==> config.mk <==
export PLATFORM = sky130hd
export DESIGN_NAME = coin_input_conditioner
export DESIGN_NICKNAME = d
export VERILOG_FILES = /design/src/rtl/coin_input_conditioner.sv
export SDC_FILE = /design/constraint.sdc
export NUM_CORES = 1
export LEC_CHECK = 0
export ABC_AREA = 1
export CAP_MARGIN = 20
export CORE_ASPECT_RATIO = 1.25
export CORE_MARGIN = 5
export CORE_UTILIZATION = 60
export CTS_BUF_LIST = sky130_fd_sc_hd__clkbuf_4 sky130_fd_sc_hd__clkbuf_8
export CTS_CLUSTER_SIZE = 12
export DETAILED_ROUTE_END_ITERATION = 12
export PLACE_DENSITY = 0.85
export SLEW_MARGIN = 20
export SYNTH_ARGS = -nofsm -noshare
export SYNTH_HDL_FRONTEND = slang
export SYNTH_SLANG_ARGS = --single-unit
==> constraint.sdc <==
create_clock -name i_clk -period 2.35 [get_ports i_clk]
set_input_delay 0.235 -clock i_clk [delete_from_list [all_inputs] [get_ports i_clk]]
set_output_delay 0.235 -clock i_clk [all_outputs]
set_load 0.005 [all_outputs]
==> src/rtl/coin_input_conditioner.sv <==
// Coin input conditioner: synchronizes and debounces three coin sensors, arbitrates
// qualified coins into exclusive one-cycle pulses, and detects a jammed coin path.
module coin_input_conditioner #(
  parameter int DEBOUNCE_CYCLES = 4,
  parameter int JAM_CYCLES      = 1000
) (
  input  logic i_clk,
  input  logic i_rst,
  input  logic i_enable,
  input  logic i_nickle_raw,
  input  logic i_dime_raw,
  input  logic i_quarter_raw,
  output logic o_nickle,
  output logic o_dime,
  output logic o_quarter,
  output logic o_reject,
  output logic o_jam
);

  localparam int CW = $clog2(DEBOUNCE_CYCLES + 1);
  localparam int JW = $clog2(JAM_CYCLES + 1);
  localparam logic [CW-1:0] CNT_ONE  = CW'(1);
  localparam logic [CW-1:0] CNT_LAST = CW'(DEBOUNCE_CYCLES - 1);
  localparam logic [JW-1:0] JAM_ONE  = JW'(1);
  localparam logic [JW-1:0] JAM_MAX  = JW'(JAM_CYCLES);
  localparam logic          SINGLE   = (DEBOUNCE_CYCLES == 1) ? 1'b1 : 1'b0;

  typedef enum logic [1:0] {IDLE = 2'd0, RISE_CHK = 2'd1, HIGH = 2'd2, FALL_CHK = 2'd3} state_t;

  logic [2:0] w_raw;
  logic [2:0] r_sync1;
  logic [2:0] r_sync2;
  logic [2:0] w_qual;
  logic [2:0] w_hit;
  logic [2:0] w_idle;
  logic       w_nickle_nx;
  logic       w_dime_nx;
  logic       w_quarter_nx;
  logic       w_reject_nx;
  logic       w_jam_nx;
  logic       r_nickle;
  logic       r_dime;
  logic       r_quarter;
  logic       r_reject;
  logic       r_jam;

  assign w_raw = {i_quarter_raw, i_dime_raw, i_nickle_raw};

  always_ff @(posedge i_clk or posedge i_rst) begin
    if (i_rst) begin
      r_sync1 <= 3'b000;
      r_sync2 <= 3'b000;
    end else begin
      r_sync1 <= w_raw;
      r_sync2 <= r_sync1;
    end
  end

  for (genvar g = 0; g < 3; g++) begin : g_ch
    state_t          r_state;
    state_t          w_state_nx;
    logic [CW-1:0]   r_cnt;
    logic [CW-1:0]   w_cnt_nx;
    logic [JW-1:0]   r_jcnt;
    logic [JW-1:0]   w_jcnt_nx;
    logic            w_qual_ch;

    always_ff @(posedge i_clk or posedge i_rst) begin
      if (i_rst) begin
        r_state <= IDLE;
        r_cnt   <= '0;
        r_jcnt  <= '0;
      end else begin
        r_state <= w_state_nx;
        r_cnt   <= w_cnt_nx;
        r_jcnt  <= w_jcnt_nx;
      end
    end

    always_comb begin
      w_state_nx = r_state;
      w_cnt_nx   = r_cnt;
      w_jcnt_nx  = r_jcnt;
      case (r_state)
        IDLE: begin
          w_jcnt_nx = '0;
          if (r_sync2[g]) begin
            if (SINGLE) begin
              w_state_nx = HIGH;
              w_cnt_nx   = '0;
            end else begin
              w_state_nx = RISE_CHK;
              w_cnt_nx   = CNT_ONE;
            end
          end else begin
            w_cnt_nx = '0;
          end
        end
        RISE_CHK: begin
          if (!r_sync2[g]) begin
            w_state_nx = IDLE;
            w_cnt_nx   = '0;
          end else if (r_cnt == CNT_LAST) begin
            w_state_nx = HIGH;
            w_cnt_nx   = '0;
          end else begin
            w_cnt_nx = r_cnt + CNT_ONE;
          end
        end
        HIGH: begin
          // Jam counter saturates; it is only cleared on return to IDLE.
          if (r_jcnt != JAM_MAX) begin
            w_jcnt_nx = r_jcnt + JAM_ONE;
          end else begin
            w_jcnt_nx = r_jcnt;
          end
          if (!r_sync2[g]) begin
            if (SINGLE) begin
              w_state_nx = IDLE;
              w_jcnt_nx  = '0;
            end else begin
              w_state_nx = FALL_CHK;
              w_cnt_nx   = CNT_ONE;
            end
          end else begin
            w_cnt_nx = '0;
          end
        end
        FALL_CHK: begin
          if (r_sync2[g]) begin
            w_state_nx = HIGH;
            w_cnt_nx   = '0;
          end else if (r_cnt == CNT_LAST) begin
            w_state_nx = IDLE;
            w_cnt_nx   = '0;
            w_jcnt_nx  = '0;
          end else begin
            w_cnt_nx = r_cnt + CNT_ONE;
          end
        end
        default: begin
          w_state_nx = IDLE;
          w_cnt_nx   = '0;
          w_jcnt_nx  = '0;
        end
      endcase
    end

    always_comb begin
      w_qual_ch = r_sync2[g] &&
                  (((r_state == RISE_CHK) && (r_cnt == CNT_LAST)) || ((r_state == IDLE) && SINGLE));
    end

    assign w_qual[g] = w_qual_ch;
    assign w_hit[g]  = (w_jcnt_nx == JAM_MAX);
    assign w_idle[g] = (r_state == IDLE);
  end

  // Arbitration over this cycle's qualifications plus jam flag update.
  always_comb begin
    w_nickle_nx  = 1'b0;
    w_dime_nx    = 1'b0;
    w_quarter_nx = 1'b0;
    w_reject_nx  = 1'b0;
    if (|w_hit) begin
      w_jam_nx = 1'b1;
    end else if (&w_idle) begin
      w_jam_nx = 1'b0;
    end else begin
      w_jam_nx = r_jam;
    end
    case (w_qual)
      3'b000: w_reject_nx = 1'b0;
      3'b001: if (i_enable && !r_jam) w_nickle_nx  = 1'b1; else w_reject_nx = 1'b1;
      3'b010: if (i_enable && !r_jam) w_dime_nx    = 1'b1; else w_reject_nx = 1'b1;
      3'b100: if (i_enable && !r_jam) w_quarter_nx = 1'b1; else w_reject_nx = 1'b1;
      default: w_reject_nx = 1'b1;
    endcase
  end

  always_ff @(posedge i_clk or posedge i_rst) begin
    if (i_rst) begin
      r_nickle  <= 1'b0;
      r_dime    <= 1'b0;
      r_quarter <= 1'b0;
      r_reject  <= 1'b0;
      r_jam     <= 1'b0;
    end else begin
      r_nickle  <= w_nickle_nx;
      r_dime    <= w_dime_nx;
      r_quarter <= w_quarter_nx;
      r_reject  <= w_reject_nx;
      r_jam     <= w_jam_nx;
    end
  end

  assign o_nickle  = r_nickle;
  assign o_dime    = r_dime;
  assign o_quarter = r_quarter;
  assign o_reject  = r_reject;
  assign o_jam     = r_jam;

endmodule

==> results_dict.tcl, run 1 <==
set metrics [dict create \
    dpl.hpwl_um 4688 \
    dr.pass1.iters 8 \
    start_util_pct 62.07 \
    numPlacedInstances 499 \
    cp.arrival_ps 2040 \
    vdd_drop_max_v 0.0005908 \
    layout_setup_ws_ps 577.2 \
    crit_family "simple AND/OR/NAND/NOR gates" \
    fin_cells 507 \
    register_area_sq_um 1401 \
    yosysTopAreaCell "dfrtp_1" \
    period_share_pct 75.44 \
    wire_per_inst_um 12.50 \
    avgViaCountPerCell 5.507 \
    period_needed_ps 1773 \
    synth_cell_type_count 32 \
    cts.path.max_buffers 2 \
    postPlaceCellArea_sq_um 3347 \
    cts_buffers 5 \
    cts.clk_slew.worst_paths_ps 110 \
    grt_pass1_wl_um 10980 \
    place_congestion 0.8954 \
    tightest_slew_ps 520.0 \
    synth_edf_count 0 \
    drc 0 \
    slew-limit-headroom_pct 65.29 \
    report.final.slew_viol_count 0 \
    crit_path_max_incr_delay_ps 460 \
    async_reset_ff_share_pct 100.0 \
    coreArea_sq_um 5116 \
    syn_inst 429 \
    ys.flop_type "dfrtp_1" \
    avgSynthCellArea_sq_um 7.402 \
    num_vias 2792 \
    rrSetupSlack_ps 580 \
    maxCapViolCount 0 \
    grt.overflow.total 0 \
    synth_warnings 0 \
    cp-start-kind "flop" \
    netlist_top_cells_count "nand2_1, inv_1, dfrtp_1, nor2_1, nand3_1" \
    drtAntennaViolNets 0 \
    fillers 441 \
    yosysMostFrequentCell "nand2_1" \
    die_h_um 91.34 \
    antenna_found_initial 0 \
    cts.htree.levels 2 \
    fin_util_pct 67.28 \
    synthesis.nets 444 \
    synth_seq_cells 56 \
    end_kind "flop" \
    worstPathRequired_ps 2610 \
    syn_to_final_growth_pct 8.392 \
    cts_root_buffer "clkbuf_8" \
    hold_buffers 0 \
    synth_area_sq_um 3176 \
    clk_latency_ps 320 \
    io_pins 11 \
    dp_slack_ps 596.6 \
    multi_input_area_sq_um 1500 \
    grt_use_total_pct 20.23 \
    cts.sinks 56 \
    rsz0062_at_grt "false" \
    cellPowerDensity_nw_per_um2 741.4 \
    worst-path-buf-inv 1 \
    path_max_fanout 12 \
    slowest_stage "dfrtp_1" \
    dieArea_sq_um 6857 \
    cp_cell_sequence "nor2_2, inv_1, nor2_1, nor2_1, a21oi_1, nand2_1, nor2_1, nand2_1, nand4_1" \
    setup_viol 0 \
    yosys-top-cells-area "dfrtp_1, nand2_1, nand3_1, inv_1, nor2_1" \
    fp.dieW_um 75.07 \
    routed_wl_um 6336 \
    critPathKind "flop to flop" \
    timing.setup.tns_ps 0 \
    port_buffers 10 \
    fin_skew_ps 14.68 \
    num_rows 29 \
    yosysTopAreaCellShare_pct 44.13 \
    ctsResizeCount 0 \
    diodes 0 \
    grt_max_degree 34 \
    dr.first_iter.drc_count 142 \
    ys_seq_area_share_pct 44.13 \
    cpMostUsedCell "nor2_1" \
    cts_tree "done" \
    finalHoldViolCount 0 \
    design_area_sq_um 3442 \
    min_path_type "primary input to async pin" \
    power.leakage_nw 1.679 \
    post_cts_buffers 0 \
    final_net_count 459 \
    status "complete, no violations" \
    fmax_mhz 564.1 \
    drive_above_1_share_pct 8.090 \
    grt_pass1_vias 2664 \
]
final timing paths:
path | endpoint | startpoint | cells past startpoint
hold reg to reg | r_sync2[1]$_DFF_PP0_ | r_sync1[1]$_DFF_PP0_ | 0
setup reg to reg | o_jam$_DFFE_PP0P_ | g_ch[0].r_state[0]$_DFFE_PP0P_ | 9
hold / removal | o_jam$_DFFE_PP0P_ | i_rst | 2
max in group asynchronous | g_ch[1].r_jcnt[1]$_DFF_PP0_ | i_rst | 3
setup / recovery | o_jam$_DFFE_PP0P_ | g_ch[0].r_state[0]$_DFFE_PP0P_ | 9
min in group i_clk | r_sync1[2]$_DFF_PP0_ | i_quarter_raw | 1
flip-flops by register name, indices dropped and copies added, names as in the netlist, named ones only:
name and count:
o_nickle 1, o_reject 1, o_dime 1, r_sync1 3
g_ch.r_state 3, g_ch.r_cnt 9, r_sync2 3, o_quarter 1
g_ch.r_jcnt 30, o_jam 1
layout make-up:
class	instances	share of cell area (%)
multi-input combinational	304	43.58
timing repair buffer	11	3.490
clock buffer	5	1.999
inverter	66	7.197
sequential	56	40.71
tap	62	2.254
clock inverter	3	0.7634
cells by family (layout without fill, tap and decap cells):
family,after synthesis,after routing,share of synthesized area (%)
XOR/XNOR,2,2,0.5517
AO/OA/AOI/OAI,37,37,6.816
flip-flops,56,56,44.13
buffers and inverters,69,85,8.629
adder cells (fa/ha/maj),9,9,3.546
AND/OR/NAND/NOR,256,256,36.33
metal layers:
layer | wire (um) | GRT usage [%] | vias to the layer above
met2 | 3231 | 33.43 | 75
met1 | 2705 | 25.48 | 1304
li1 | - | - | 1398
met3 | 267 | 3.978 | 15
met5 | 0 | 0 | -
met4 | 131 | 8.012 | 0
stage by stage:
step	power [mW]	hold slack, ps
floorplan	1.854	266.4
global placement	1.991	331.5
detailed placement	2.027	336.3
CTS	2.577	277.0
global route	2.755	330.1
finish	2.552	264.7
placed cells by master, fill, tap and decap left out, types with 2 or more instances in the layout:
cell type and n:
nand2_1 111, inv_2 7, o21ai_1 5, nor3b_1 2, o21bai_1 3, nor2_1 55, nor2_2 9, nand2_2 4
nand4_1 12, a211oi_1 2, nand3_1 51, a21oi_1 4, ha_1 9, clkbuf_8 5, nor3_1 3, dfrtp_1 56
clkinv_4 2, nor2_4 2, clkdlybuf4s50_1 10, o21ai_0 17, nand3_2 2, o21a_1 3, inv_1 59
where the power goes:
group	leakage, nW	switching, mW	internal, mW
Sequential	0.749	0.145	1.10
Combinational	0.882	0.512	0.256
Clock	0.0487	0.325	0.218
Note: power is estimated with default switching activity, not from simulation.
==> run 2: changes to the inputs <==
==> constraint.sdc (replaced) <==
create_clock -name i_clk -period 1.7 [get_ports i_clk]
set_input_delay 0.17 -clock i_clk [delete_from_list [all_inputs] [get_ports i_clk]]
set_output_delay 0.17 -clock i_clk [all_outputs]
set_load 0.005 [all_outputs]
==> results_dict.tcl, run 2 (synthesis gave the netlist of run 1 again) <==
set metrics [dict create \
    critPathKind "flop to flop" \
    min_path_type "primary input to async pin" \
    drtAntennaViolNets 0 \
    wire_per_inst_um 13.08 \
    diodes 0 \
    dp_slack_ps -3.788 \
    fin_skew_ps 12.63 \
    rsz0062_at_grt "true" \
    dr.first_iter.drc_count 166 \
    postPlaceCellArea_sq_um 3400 \
    hold_buffers 0 \
    fmax_mhz 608.3 \
    largestRegisters "g_ch.r_jcnt (30), g_ch.r_cnt (9)" \
    largest_reg_flops 30 \
    largest_register "g_ch.r_jcnt" \
    num_rows 29 \
    dr.pass1.iters 4 \
    grt_pass1_wl_um 11540 \
    layout_setup_ws_ps 56.07 \
    cts_tree "done" \
    grt_pass1_vias 2665 \
    cts.htree.levels 2 \
    io_pins 11 \
    port_buffers 10 \
    die_h_um 91.34 \
    vdd_drop_max_v 0.0008494 \
    slowest_stage "dfrtp_1" \
    design_area_sq_um 3617 \
    clk_latency_ps 310 \
    cts_buffers 5 \
    cts_root_buffer "clkbuf_8" \
    cpMostUsedCell "nor2_2" \
    grt_max_degree 57 \
    crit_family "simple AND/OR/NAND/NOR gates" \
    status "complete, no violations" \
    setup_viol 0 \
    worstPathRequired_ps 1910 \
    met2_usage_pct 34.45 \
    gr-usage-met3_pct 4.420 \
    worst-path-buf-inv 3 \
    cts.clk_slew.worst_paths_ps 110 \
    num_vias 2881 \
    cp.arrival_ps 1860 \
    place_congestion 0.9826 \
    layout_common_cells "nand2_1, inv_1, dfrtp_1" \
    period_needed_ps 1644 \
    whs_ps 207.7 \
    power.leakage_nw 1.739 \
    cellPowerDensity_nw_per_um2 1036 \
    finalHoldViolCount 0 \
    cp_cell_sequence "ha_1, inv_1, nor2_2, inv_2, nor2_4, nand2_2, nor2_2, buf_4, nand3_2, a32o_1" \
    cts.sinks 56 \
    dpl.hpwl_um 4899 \
    fin_cells 520 \
    crit_path_max_incr_delay_ps 390 \
    dieArea_sq_um 6857 \
    busiest_layer "met2" \
    grt_use_total_pct 21.09 \
    numPlacedInstances 506 \
    drc 0 \
    avgViaCountPerCell 5.540 \
    syn_to_final_growth_pct 13.91 \
    coreArea_sq_um 5116 \
    antenna_found_initial 0 \
    final_common_cell "nand2_1" \
    cts.path.max_buffers 2 \
    slew-limit-headroom_pct 77.26 \
    final_net_count 472 \
    period_share_pct 96.70 \
    routed_wl_um 6802 \
    cp-start-kind "flop" \
    maxCapViolCount 0 \
    path_max_fanout 4 \
    report.final.slew_viol_count 0 \
    end_kind "flop" \
    drive_above_1_share_pct 16.38 \
    fp.dieW_um 75.07 \
    start_util_pct 62.07 \
    grt.overflow.total 0 \
    met1_usage_pct 26.61 \
    tightest_slew_ps 338.6 \
]
## run 2: final timing paths
check                                           start                           to  slack, ps  cells after the start
max                        g_ch[1].r_cnt[0]$_DFF_PP0_           o_reject$_DFF_PP0_         60                     10
min                                             i_rst  g_ch[0].r_jcnt[8]$_DFF_PP0_        210                      3
max reg2reg                g_ch[1].r_cnt[0]$_DFF_PP0_           o_reject$_DFF_PP0_         60                     10
min reg2reg                      r_sync1[0]$_DFF_PP0_         r_sync2[0]$_DFF_PP0_        350                      0
max in group asynchronous                       i_rst  g_ch[1].r_jcnt[0]$_DFF_PP0_       1230                      3
min in group i_clk                         i_dime_raw         r_sync1[1]$_DFF_PP0_        280                      1
## run 2: worst min-delay path, delay by kind of cell
family	cells	cell delay, ps
buf+inv	3	740
## run 2: what timing repair did
item                       CTS  global route
setup buffers                2             4
setup endpoints to repair    2             2
gates resized for setup      1            31
pin swaps                    1             2
## run 2: layer usage
metal / up-vias / share of wire (%)
met5: - / 0
met4: 0 / 3.0
met3: 22 / 3.9
met2: 73 / 52
met1: 1356 / 42
li1: 1430 / -
## run 2: through the flow
step	power [mW]	utilization, %	setup TNS [ps]
6_report	3.747	70.70	0
5_1_grt	4.040	70.70	-113.3
4_1_cts	3.674	68.62	0
3_5_place_dp	2.888	66.45	-3.788
3_3_place_gp	2.825	66.45	0
2_1_floorplan	2.563	-	0
## run 2: area by class of cell
cell class,instances,area [sq um]
multi-input cells,304,1578
fillers,399,1499
flip-flops and latches,56,1403
inverters,66,247.7
repair buffers,24,217.7
well taps,62,77.57
clock buffers,5,68.82
clock inverters,3,25.02
## run 2: power by group
part           total (mW)  switching [mW]  internal (mW)
Clock               0.756           0.455          0.301
Sequential           1.71           0.196           1.52
Combinational        1.28           0.790          0.486
==> run 3: changes to the inputs <==
--- a/config.mk
+++ b/config.mk
@@ -9,11 +9,12 @@
 export CAP_MARGIN = 20
 export CORE_ASPECT_RATIO = 1.25
 export CORE_MARGIN = 5
-export CORE_UTILIZATION = 60
+export CORE_UTILIZATION = 40
 export CTS_BUF_LIST = sky130_fd_sc_hd__clkbuf_4 sky130_fd_sc_hd__clkbuf_8
 export CTS_CLUSTER_SIZE = 12
 export DETAILED_ROUTE_END_ITERATION = 12
-export PLACE_DENSITY = 0.85
+export GPL_ROUTABILITY_DRIVEN = 1
+export PLACE_DENSITY = 0.63
 export SLEW_MARGIN = 20
 export SYNTH_ARGS = -nofsm -noshare
 export SYNTH_HDL_FRONTEND = slang
==> results_dict.tcl, run 3 (synthesis gave the netlist of run 1 again) <==
set metrics [dict create \
    grt_pass1_vias 2746 \
    fp.dieW_um 89.70 \
    power_switching_mw 1.513 \
    num_vias 2777 \
    dr.pass1.iters 4 \
    drtAntennaViolNets 0 \
    dieArea_sq_um 9832 \
    pwr-share-clk_pct 19.8 \
    reg2reg_to "o_reject$_DFF_PP0_" \
    critPathKind "flop to flop" \
    slew-limit-headroom_pct 73.23 \
    final_net_count 482 \
    report.final.slew_viol_count 0 \
    worstPathRequired_ps 1920 \
    rrSetupSlack_ps 20 \
    num_rows 36 \
    numPlacedInstances 540 \
    cp.arrival_ps 1900 \
    clk_latency_ps 310 \
    multi_input_area_sq_um 1654 \
    wire_per_inst_um 11.77 \
    fmax_mhz 593.8 \
    finalHoldViolCount 0 \
    tightest_slew_ps 401.2 \
    avgViaCountPerCell 4.933 \
    p_int_mw 2.467 \
    crit_path_max_incr_delay_ps 360 \
    place_congestion 0.8668 \
    fin_util_pct 49.05 \
    seqPwrFrac_pct 42.2 \
    fillers 752 \
    register_area_sq_um 1404 \
    setup_viol 0 \
    cp_cell_sequence "ha_2, inv_2, buf_6, nor3_4, nand2_1, nor2_2, inv_2, nand3_4, nand3_2, a32o_1" \
    grt.overflow.total 0 \
    coreArea_sq_um 7792 \
    die_h_um 109.6 \
    slowest_stage "dfrtp_1" \
    dr.first_iter.drc_count 132 \
    cts_root_buffer "clkbuf_8" \
    sw_frac_of_total_pct 38.01 \
    cts_buffers 5 \
    grt_use_total_pct 14.57 \
    fin_skew_ps 10.56 \
    r2r_start "g_ch[0].r_cnt[0]$_DFF_PP0_" \
    met2_usage_pct 25.84 \
    cts.htree.levels 2 \
    path_max_fanout 4 \
    finalPower_mw 3.980 \
    cts_tree "done" \
    dp_slack_ps -48.90 \
    grt_max_degree 57 \
    vdd_drop_max_v 0.0006463 \
    design_area_sq_um 3822 \
    power.leakage_nw 1.807 \
    cts.clk_slew.worst_paths_ps 110 \
    period_share_pct 99.06 \
    layout_common_cells "nand2_1, dfrtp_1, inv_1" \
    diodes 0 \
    gr-usage-met3_pct 2.399 \
    crit_family "simple AND/OR/NAND/NOR gates" \
    fin_cells 563 \
    r2r_cells 10 \
    cts.sinks 56 \
    cp-start-kind "flop" \
    largest_reg_flops 30 \
    maxCapViolCount 0 \
    met1_usage_pct 17.75 \
    layout_setup_ws_ps 15.97 \
    largest_register "g_ch.r_jcnt" \
    grt_pass1_wl_um 11540 \
    postPlaceCellArea_sq_um 3448 \
    largestRegisters "g_ch.r_jcnt (30), g_ch.r_cnt (9)" \
    start_util_pct 40.75 \
    status "complete, no violations" \
    drive_above_1_share_pct 20.51 \
    busiest_layer "met2" \
    routed_wl_um 6628 \
    drc 0 \
    cts.path.max_buffers 2 \
    min_path_type "primary input to async pin" \
    syn_to_final_growth_pct 20.37 \
    port_buffers 10 \
    final_common_cell "nand2_1" \
    cpMostUsedCell "inv_2" \
    hold_buffers 0 \
    dpl.hpwl_um 4775 \
    cellPowerDensity_nw_per_um2 1041 \
    whs_ps 214.8 \
    io_pins 11 \
    antenna_found_initial 0 \
    end_kind "flop" \
    period_needed_ps 1684 \
    pwr-share-comb_pct 37.9 \
    timing.setup.tns_ps 0 \
    worst-path-buf-inv 3 \
    rsz0062_at_grt "true" \
]
run 3: cell types whose count changed in the layout (fill, tap and decap cells not counted), moves of 3 or more:
cell	change
nor2_2	-3
inv_1	-3
buf_4	+8
nor2_4	+3
o21ai_1	-5
ha_1	-3
inv_2	+3
run 3: how the worst max path moves through the flow:
stage,startpoint,end,depth (start not counted)
final,g_ch[0].r_cnt[0]$_DFF_PP0_,o_reject$_DFF_PP0_,10
after CTS,g_ch[0].r_jcnt[0]$_DFF_PP0_,o_jam$_DFFE_PP0P_,12
after floorplan,i_rst,async pin,1
after global routing,g_ch[0].r_jcnt[0]$_DFF_PP0_,o_jam$_DFFE_PP0P_,11
after detailed placement,g_ch[0].r_cnt[0]$_DFF_PP0_,o_jam$_DFFE_PP0P_,11
after global placement,g_ch[0].r_cnt[0]$_DFF_PP0_,o_jam$_DFFE_PP0P_,11
run 3: per-layer routing:
layer  vias to the layer above  wire length (um)
li1                       1443                 -
met1                      1300              2878
met2                        27              3499
met3                         7               163
met4                         0                87
met5                         -                 0
run 3: area by class of cell:
cell class	instances	share of cell area, %
multi-input cells	304	43.27
inverters	66	6.481
flip-flops and latches	56	36.73
clock buffers	5	1.800
repair buffers	34	7.856
well taps	95	3.110
clock inverters	3	0.7529
run 3: repair_timing:
action | in CTS | in global routing
setup buffers | 1 | 14
resized for setup | 5 | 48
pin swaps | 2 | 19
endpoints found under the setup margin | 1 | 3
run 3: power by group through the flow:
stage               Clock [mW]  Combinational (mW)  Sequential [mW]
floorplan                    0               0.859             1.70
global placement             0                1.20             1.69
detailed placement           0                1.22             1.71
CTS                      0.824                1.25             1.68
global route             0.870                1.71             1.70
finish                   0.790                1.51             1.68
run 3: worst register-to-register path, delay by kind of cell (launching register included):
kind	cells	cell delay [ps]
buffers and inverters	3	240
AO/OA/AOI/OAI	1	220
AND/OR/NAND/NOR	5	590
adder cells (fa/ha/maj)	1	170
flip-flops	1	360
